==> config.mk <==
export PLATFORM = sky130hd
export DESIGN_NAME = fft_frame_packer
export DESIGN_NICKNAME = d
export VERILOG_FILES = /design/src/rtl/fft_frame_packer.sv
export SDC_FILE = /design/constraint.sdc
export NUM_CORES = 1
export LEC_CHECK = 0
export ABC_AREA = 1
export CORE_ASPECT_RATIO = 1.5
export CORE_MARGIN = 1
export CORE_UTILIZATION = 50
export CTS_CLUSTER_SIZE = 30
export DETAILED_ROUTE_END_ITERATION = 6
export PLACE_DENSITY = 0.68
export SLEW_MARGIN = 20
export SYNTH_ARGS = -nofsm -noshare
export SYNTH_HDL_FRONTEND = slang
export SYNTH_SLANG_ARGS = --single-unit
==> constraint.sdc <==
create_clock -name clk -period 5.8 [get_ports clk]
set_clock_uncertainty 0.1 [all_clocks]
set_input_delay 1.16 -clock clk [delete_from_list [all_inputs] [get_ports clk]]
set_output_delay 1.16 -clock clk [all_outputs]
set_load 0.005 [all_outputs]
==> src/rtl/fft_frame_packer.sv <==
// fft_frame_packer: packs a stream of real samples into complex FFT input
// words, buffers them in a small elastic FIFO and frames them into runs of
// NUM_FRAMES frames of NFFT samples for an AXI-Stream style FFT core.
module fft_frame_packer #(
  parameter int NFFT       = 1024,
  parameter int NUM_FRAMES = 8,
  parameter int BUF_DEPTH  = 16
) (
  input  logic               clk,
  input  logic               rst,
  input  logic signed [15:0] data_in,
  input  logic               data_valid,
  output logic [31:0]        m_tdata,
  output logic               m_tvalid,
  input  logic               m_tready,
  output logic               m_tlast,
  output logic [3:0]         frame_idx,
  output logic               busy,
  output logic               done,
  output logic               overflow
);

  localparam int AW    = $clog2(BUF_DEPTH);
  localparam int TOTAL = NUM_FRAMES * NFFT;
  localparam int WCW   = $clog2(TOTAL + 1);

  localparam logic [AW:0]     FULL_OCC   = (AW+1)'(BUF_DEPTH);
  localparam logic [AW:0]     ONE_OCC    = (AW+1)'(1);
  localparam logic [11:0]     LAST_CNT   = 12'(NFFT - 1);
  localparam logic [3:0]      LAST_FRAME = 4'(NUM_FRAMES - 1);
  localparam logic [WCW-1:0]  LAST_WR    = WCW'(TOTAL - 1);

  typedef enum logic [3:0] {
    IDLE   = 4'b0001,
    STREAM = 4'b0010,
    DRAIN  = 4'b0100,
    DONE   = 4'b1000
  } state_t;

  state_t state, state_nxt;

  // FIFO storage and bookkeeping; occ counts every entry including the one
  // currently presented on the output register.
  logic [31:0]    mem [BUF_DEPTH];
  logic [AW-1:0]  wr_ptr, rd_ptr, rd_sel;
  logic [AW:0]    occ;
  logic           head_avail;

  // Registered head of the FIFO (output stage)
  logic [31:0]    head_p1;
  logic           vld_p1;

  logic [11:0]    sample_cnt;
  logic [WCW-1:0] wr_cnt;
  logic           ovf_q;

  logic           xfer, accept, full, wr_en, drop, start, last_xfer, final_xfer;

  // Real sample into the real lane, imaginary lane zero.
  function automatic logic [31:0] pack_word(input logic signed [15:0] s);
    return {16'h0000, s};
  endfunction

  assign xfer       = vld_p1 & m_tready;
  assign accept     = data_valid & ((state == IDLE) | (state == STREAM));
  assign full       = (occ == FULL_OCC);
  assign wr_en      = accept & (~full | xfer);
  assign drop       = accept & full & ~xfer;
  assign start      = (state == IDLE) & data_valid;
  assign last_xfer  = xfer & m_tlast;
  assign final_xfer = last_xfer & (frame_idx == LAST_FRAME);

  assign m_tdata  = head_p1;
  assign m_tvalid = vld_p1;
  assign m_tlast  = vld_p1 & (sample_cnt == LAST_CNT);
  assign busy     = (state == STREAM) | (state == DRAIN);
  assign done     = (state == DONE);
  assign overflow = ovf_q;

  // State register
  always_ff @(posedge clk) begin
    if (rst) state <= IDLE;
    else     state <= state_nxt;
  end

  // Next-state logic; the empty-buffer exit only applies once samples were
  // dropped, since then the last frame may never complete.
  always_comb begin
    state_nxt = state;
    unique case (state)
      IDLE:    if (data_valid) state_nxt = STREAM;
      STREAM:  if (data_valid && (wr_cnt == LAST_WR)) state_nxt = DRAIN;
      DRAIN:   if (final_xfer || (ovf_q && (occ == '0))) state_nxt = DONE;
      DONE:    state_nxt = IDLE;
      default: state_nxt = IDLE;
    endcase
  end

  // FIFO sample storage (data only, no reset)
  always_ff @(posedge clk) begin
    if (wr_en) mem[wr_ptr] <= pack_word(data_in);
  end

  // FIFO pointers and occupancy
  always_ff @(posedge clk) begin
    if (rst) begin
      wr_ptr <= '0;
      rd_ptr <= '0;
      occ    <= '0;
    end else begin
      if (wr_en) wr_ptr <= wr_ptr + 1'b1;
      if (xfer)  rd_ptr <= rd_ptr + 1'b1;
      unique case ({wr_en, xfer})
        2'b10:   occ <= occ + ONE_OCC;
        2'b01:   occ <= occ - ONE_OCC;
        default: occ <= occ;
      endcase
    end
  end

  // Pick the entry that becomes the head: the next one after a transfer,
  // otherwise the current one. Only entries written before this edge count,
  // so a fresh write never shows up until the following edge.
  always_comb begin
    rd_sel     = rd_ptr;
    head_avail = (occ != '0);
    if (xfer) begin
      rd_sel     = rd_ptr + 1'b1;
      head_avail = (occ > ONE_OCC);
    end
  end

  // ---- stage p1: registered FIFO head, held while stalled ----
  always_ff @(posedge clk) begin
    if (rst) begin
      vld_p1  <= 1'b0;
      head_p1 <= '0;
    end else if (!vld_p1 || xfer) begin
      vld_p1 <= head_avail;
      if (head_avail) head_p1 <= mem[rd_sel];
    end
  end

  // Sample position within frame and frame index, advanced by transfers
  always_ff @(posedge clk) begin
    if (rst || start) begin
      sample_cnt <= '0;
      frame_idx  <= '0;
    end else if (xfer) begin
      if (m_tlast) begin
        sample_cnt <= '0;
        frame_idx  <= (frame_idx == LAST_FRAME) ? 4'd0 : frame_idx + 4'd1;
      end else begin
        sample_cnt <= sample_cnt + 12'd1;
      end
    end
  end

  // Samples consumed this run (written or dropped) and sticky overflow
  always_ff @(posedge clk) begin
    if (rst) begin
      wr_cnt <= '0;
      ovf_q  <= 1'b0;
    end else if (start) begin
      wr_cnt <= WCW'(1);
      ovf_q  <= 1'b0;
    end else begin
      if ((state == STREAM) && data_valid) wr_cnt <= wr_cnt + 1'b1;
      if (drop) ovf_q <= 1'b1;
    end
  end

endmodule

==> results.yml <==
layout:
  fraction_of_final_layout_cells_sized_beyond_drive_strength_1_pct: 6.49
  num_antenna_cells: 0
  final_cell_count_no_fill: 1884
  nets: 1503
  num-fill-cells: 2432
  multiInputGateArea_um2: 4420
  post-route-util_pct: 56.9
  final-seq-area_um2: 8990
  layout_area_overhead_pct: 11.9
yosys:
  syn-cell-area_um2: 14600
  ys_top_cells_by_area: "sky130_fd_sc_hd__edfxtp_1 53%, sky130_fd_sc_hd__nand3_1 9.5%, sky130_fd_sc_hd__dfxtp_1 8.9%, sky130_fd_sc_hd__nand2_1 5.9%, sky130_fd_sc_hd__nand3b_1 5.8%"
  post_synth_inst_count: 1449
  synth_top_area_share_pct: 52.8
  dominantRegCellSynth: "sky130_fd_sc_hd__edfxtp_1"
  synth_sequential_area_ratio_pct: 61.8
  synthDominantAreaCellType: "sky130_fd_sc_hd__edfxtp_1"
  synth_enable_flop_cells: 256
  synth_seq_cells: 321
  yosysUniqueCellTypes: 38
  async_reset_ff_share_pct: 0
  syn-mean-instance-area_um2: 10.0
  yosys_warnings: 0
clock_tree:
  holdBufCountCts: 0
  htreeDepth: 1
  cts_tree: "done"
  clk_root_buffer_cell: "sky130_fd_sc_hd__clkbuf_16"
  post_cts_buffers: 0
  ctsLongestPathBuffers: 3
  clkTransAtPathRegs_ns: 0.06
  number_of_cells_upsized_or_downsized_after_cts: 0
  cts_made_buffers: 30
  clk_latency_ns: 0.56
  tritoncts_num_sinks: 321
critical_path:
  path_max_fanout: 84
  required_ns: 6.16
  worstSetupStartpointType: "primary input"
  critPathCaptureType: "flip-flop"
  arr_time_crit_path_ns: 4.10
  critical_path_class: "primary input to flip-flop"
drt:
  drc: 0
  detailroute.via_count: 10100
  first_iter_violations: 794
  route.final.wire_length_um: 35300
  first_pass_iters: 5
  final_antenna_net_count: 0
  drt-wirelength-per-cell_um: 18.7
  vias_per_cell: 5.37
power:
  internal_power_consumption_mw: 4.29
  p_leak_nw: 6.36
  seqPwrFrac_pct: 42.7
  power_per_cell_area_nw_per_um2: 388
  maximum_vdd_ir_drop_mv: 0.221
  power.share.switching_pct: 32.2
  share_clk_of_total_power_pct: 30.9
  switching_pwr_mw: 2.04
  comb_power_share_pct: 26.4
floorplan:
  die_y_um: 211
  dieArea_um2: 29800
  floorplan.core_area_um2: 28600
  start_util_pct: 50.8
  rows: 76
  die_x_um: 141
  io_pins: 61
timing:
  slew-limit-headroom_pct: 22.7
  hold_slack_ns: 0.384
  worst_slack_ns: 2.06
  final_critical_path_required_period_ns: 3.74
  fin_tns_setup_ns: 0
  worst-slew-pin-transition_ns: 1.16
  finalCritPeriodShare_pct: 64.5
  setup_repair_after_global_routing_missed_its_margin: "no"
  finalSetupViolations: 0
  final-max-slew-violation-count: 0
  fmaxAchievable_mhz: 267
  timing.final.hold_violations: 0
global_route:
  globalRouteTotalUtil_pct: 24.4
  vias_in_the_first_global_route: 10100
  wire_length_of_the_first_global_routing_pass_um: 55400
  maximum_number_of_pins_on_one_net_before_global_route_repair: 85
  global_route_congestion_overflow_total: 0
  antenna_found_initial: 0
placement:
  placed_insts: 1829
  port-buffer-count: 44
  hpwlAfterDp_um: 20400
  post-place-ws_ns: 1.50
  place.gp.congestion: 0.891
outcome:
  status: "finished clean"
hold_path:
  hold_path.class: "flip-flop to flip-flop"
flow_run:
  drv.max_cap_violation_count: 0
-- critical path, cell delays in order --
cell                              delay [ns]
sky130_fd_sc_hd__clkdlybuf4s50_1        0.56
sky130_fd_sc_hd__nand2_2                0.22
sky130_fd_sc_hd__nand2_4                0.47
sky130_fd_sc_hd__buf_4                  0.82
sky130_fd_sc_hd__nand3b_1               0.17
sky130_fd_sc_hd__nand3_1                0.13
sky130_fd_sc_hd__nand3_1                0.08
sky130_fd_sc_hd__nand3_1                0.13
sky130_fd_sc_hd__nand3_1                0.09
sky130_fd_sc_hd__nand2_1                0.10
sky130_fd_sc_hd__inv_1                  0.04
-- power by group through the flow --
stage / sequential [mW] / clock (mW) / combinational (mW)
after floorplan: 2.73 / 0 / 1.16
after global placement: 2.75 / 0 / 1.66
after detailed placement: 2.75 / 0 / 1.67
after CTS: 2.71 / 1.97 / 1.69
after global routing: 2.72 / 2.06 / 1.87
final: 2.70 / 1.95 / 1.67
-- state kept, by name (all words and copies together), names as in the netlist, 5 cells and up --
signal      flops
occ             5
mem           256
wr_cnt         14
m_tdata        16
sample_cnt     12
-- kinds of logic after synthesis --
kind of cell               synth area share (%)
xor gates and xnor gates                   1.38
DFF                                        61.8
other                                    0.0258
adders and majority gates                  1.03
buffers and inverters                      8.98
AOI/OAI and AO/OA                          1.69
and+or+nand+nor                            25.1
-- cell type report --
| type | count | area share, % |
|---|---|---|
| timing repair buffer | 65 | 3.90 |
| tap | 390 | 3.00 |
| multi-input combinational | 841 | 27.1 |
| clock buffer | 45 | 5.33 |
| sequential | 321 | 55.2 |
| inverter | 212 | 4.89 |
| clock inverter | 10 | 0.591 |
-- metrics by stage --
step           power, mW  area [um2]
4_1_cts             6.37       16300
6_report            6.33       16300
5_1_grt             6.65       16300
3_3_place_gp        4.41       15300
2_1_floorplan       3.89       14600
3_5_place_dp        4.43       15300
-- final timing paths --
kind	start	endpoint	slack (ns)	cells after the start
setup / recovery	m_tready	m_tdata[0]	2.06	11
hold / removal	wr_cnt[0]	wr_cnt[0]	0.38	2
setup reg to reg	state[3]	mem[8][12]	2.56	7
hold reg to reg	wr_cnt[0]	wr_cnt[0]	0.38	2
-- synthesized netlist by cell type (16+ instances only) --
cell type,n
sky130_fd_sc_hd__buf_4,29
sky130_fd_sc_hd__a21oi_1,22
sky130_fd_sc_hd__edfxtp_1,256
sky130_fd_sc_hd__o21ai_0,16
sky130_fd_sc_hd__inv_1,210
sky130_fd_sc_hd__dfxtp_1,65
sky130_fd_sc_hd__nor2_1,98
sky130_fd_sc_hd__clkbuf_1,17
sky130_fd_sc_hd__nand2_1,229
sky130_fd_sc_hd__buf_2,39
sky130_fd_sc_hd__nand3_1,275
sky130_fd_sc_hd__nand3b_1,112
-- per-layer routing --
metal | GRT usage, % | wire, um
met3 | 3.13 | 2140
met1 | 30.6 | 14300
met2 | 42.2 | 17500
met4 | 10.8 | 1370
met5 | 0 | 0
-- cells in the final DEF, fill, tap and decap left out, types with 4 or more instances in the layout --
cell and n:
sky130_fd_sc_hd__clkinv_2 6, sky130_fd_sc_hd__ha_1 12, sky130_fd_sc_hd__edfxtp_1 256, sky130_fd_sc_hd__inv_1 210
sky130_fd_sc_hd__nor2_1 82, sky130_fd_sc_hd__clkbuf_8 4, sky130_fd_sc_hd__clkdlybuf4s50_1 44, sky130_fd_sc_hd__nand3_1 275
sky130_fd_sc_hd__o21ai_0 16, sky130_fd_sc_hd__a21oi_1 22, sky130_fd_sc_hd__xor2_1 13, sky130_fd_sc_hd__clkbuf_16 31
sky130_fd_sc_hd__nor3_1 13, sky130_fd_sc_hd__nand2_1 228, sky130_fd_sc_hd__nor2_4 5, sky130_fd_sc_hd__conb_1 16
sky130_fd_sc_hd__buf_4 18, sky130_fd_sc_hd__nor2_2 13, sky130_fd_sc_hd__dfxtp_1 65, sky130_fd_sc_hd__xnor2_1 7
sky130_fd_sc_hd__nand2_2 4, sky130_fd_sc_hd__nand3b_1 112, sky130_fd_sc_hd__clkbuf_1 10
(Power assumes the default switching activity.)
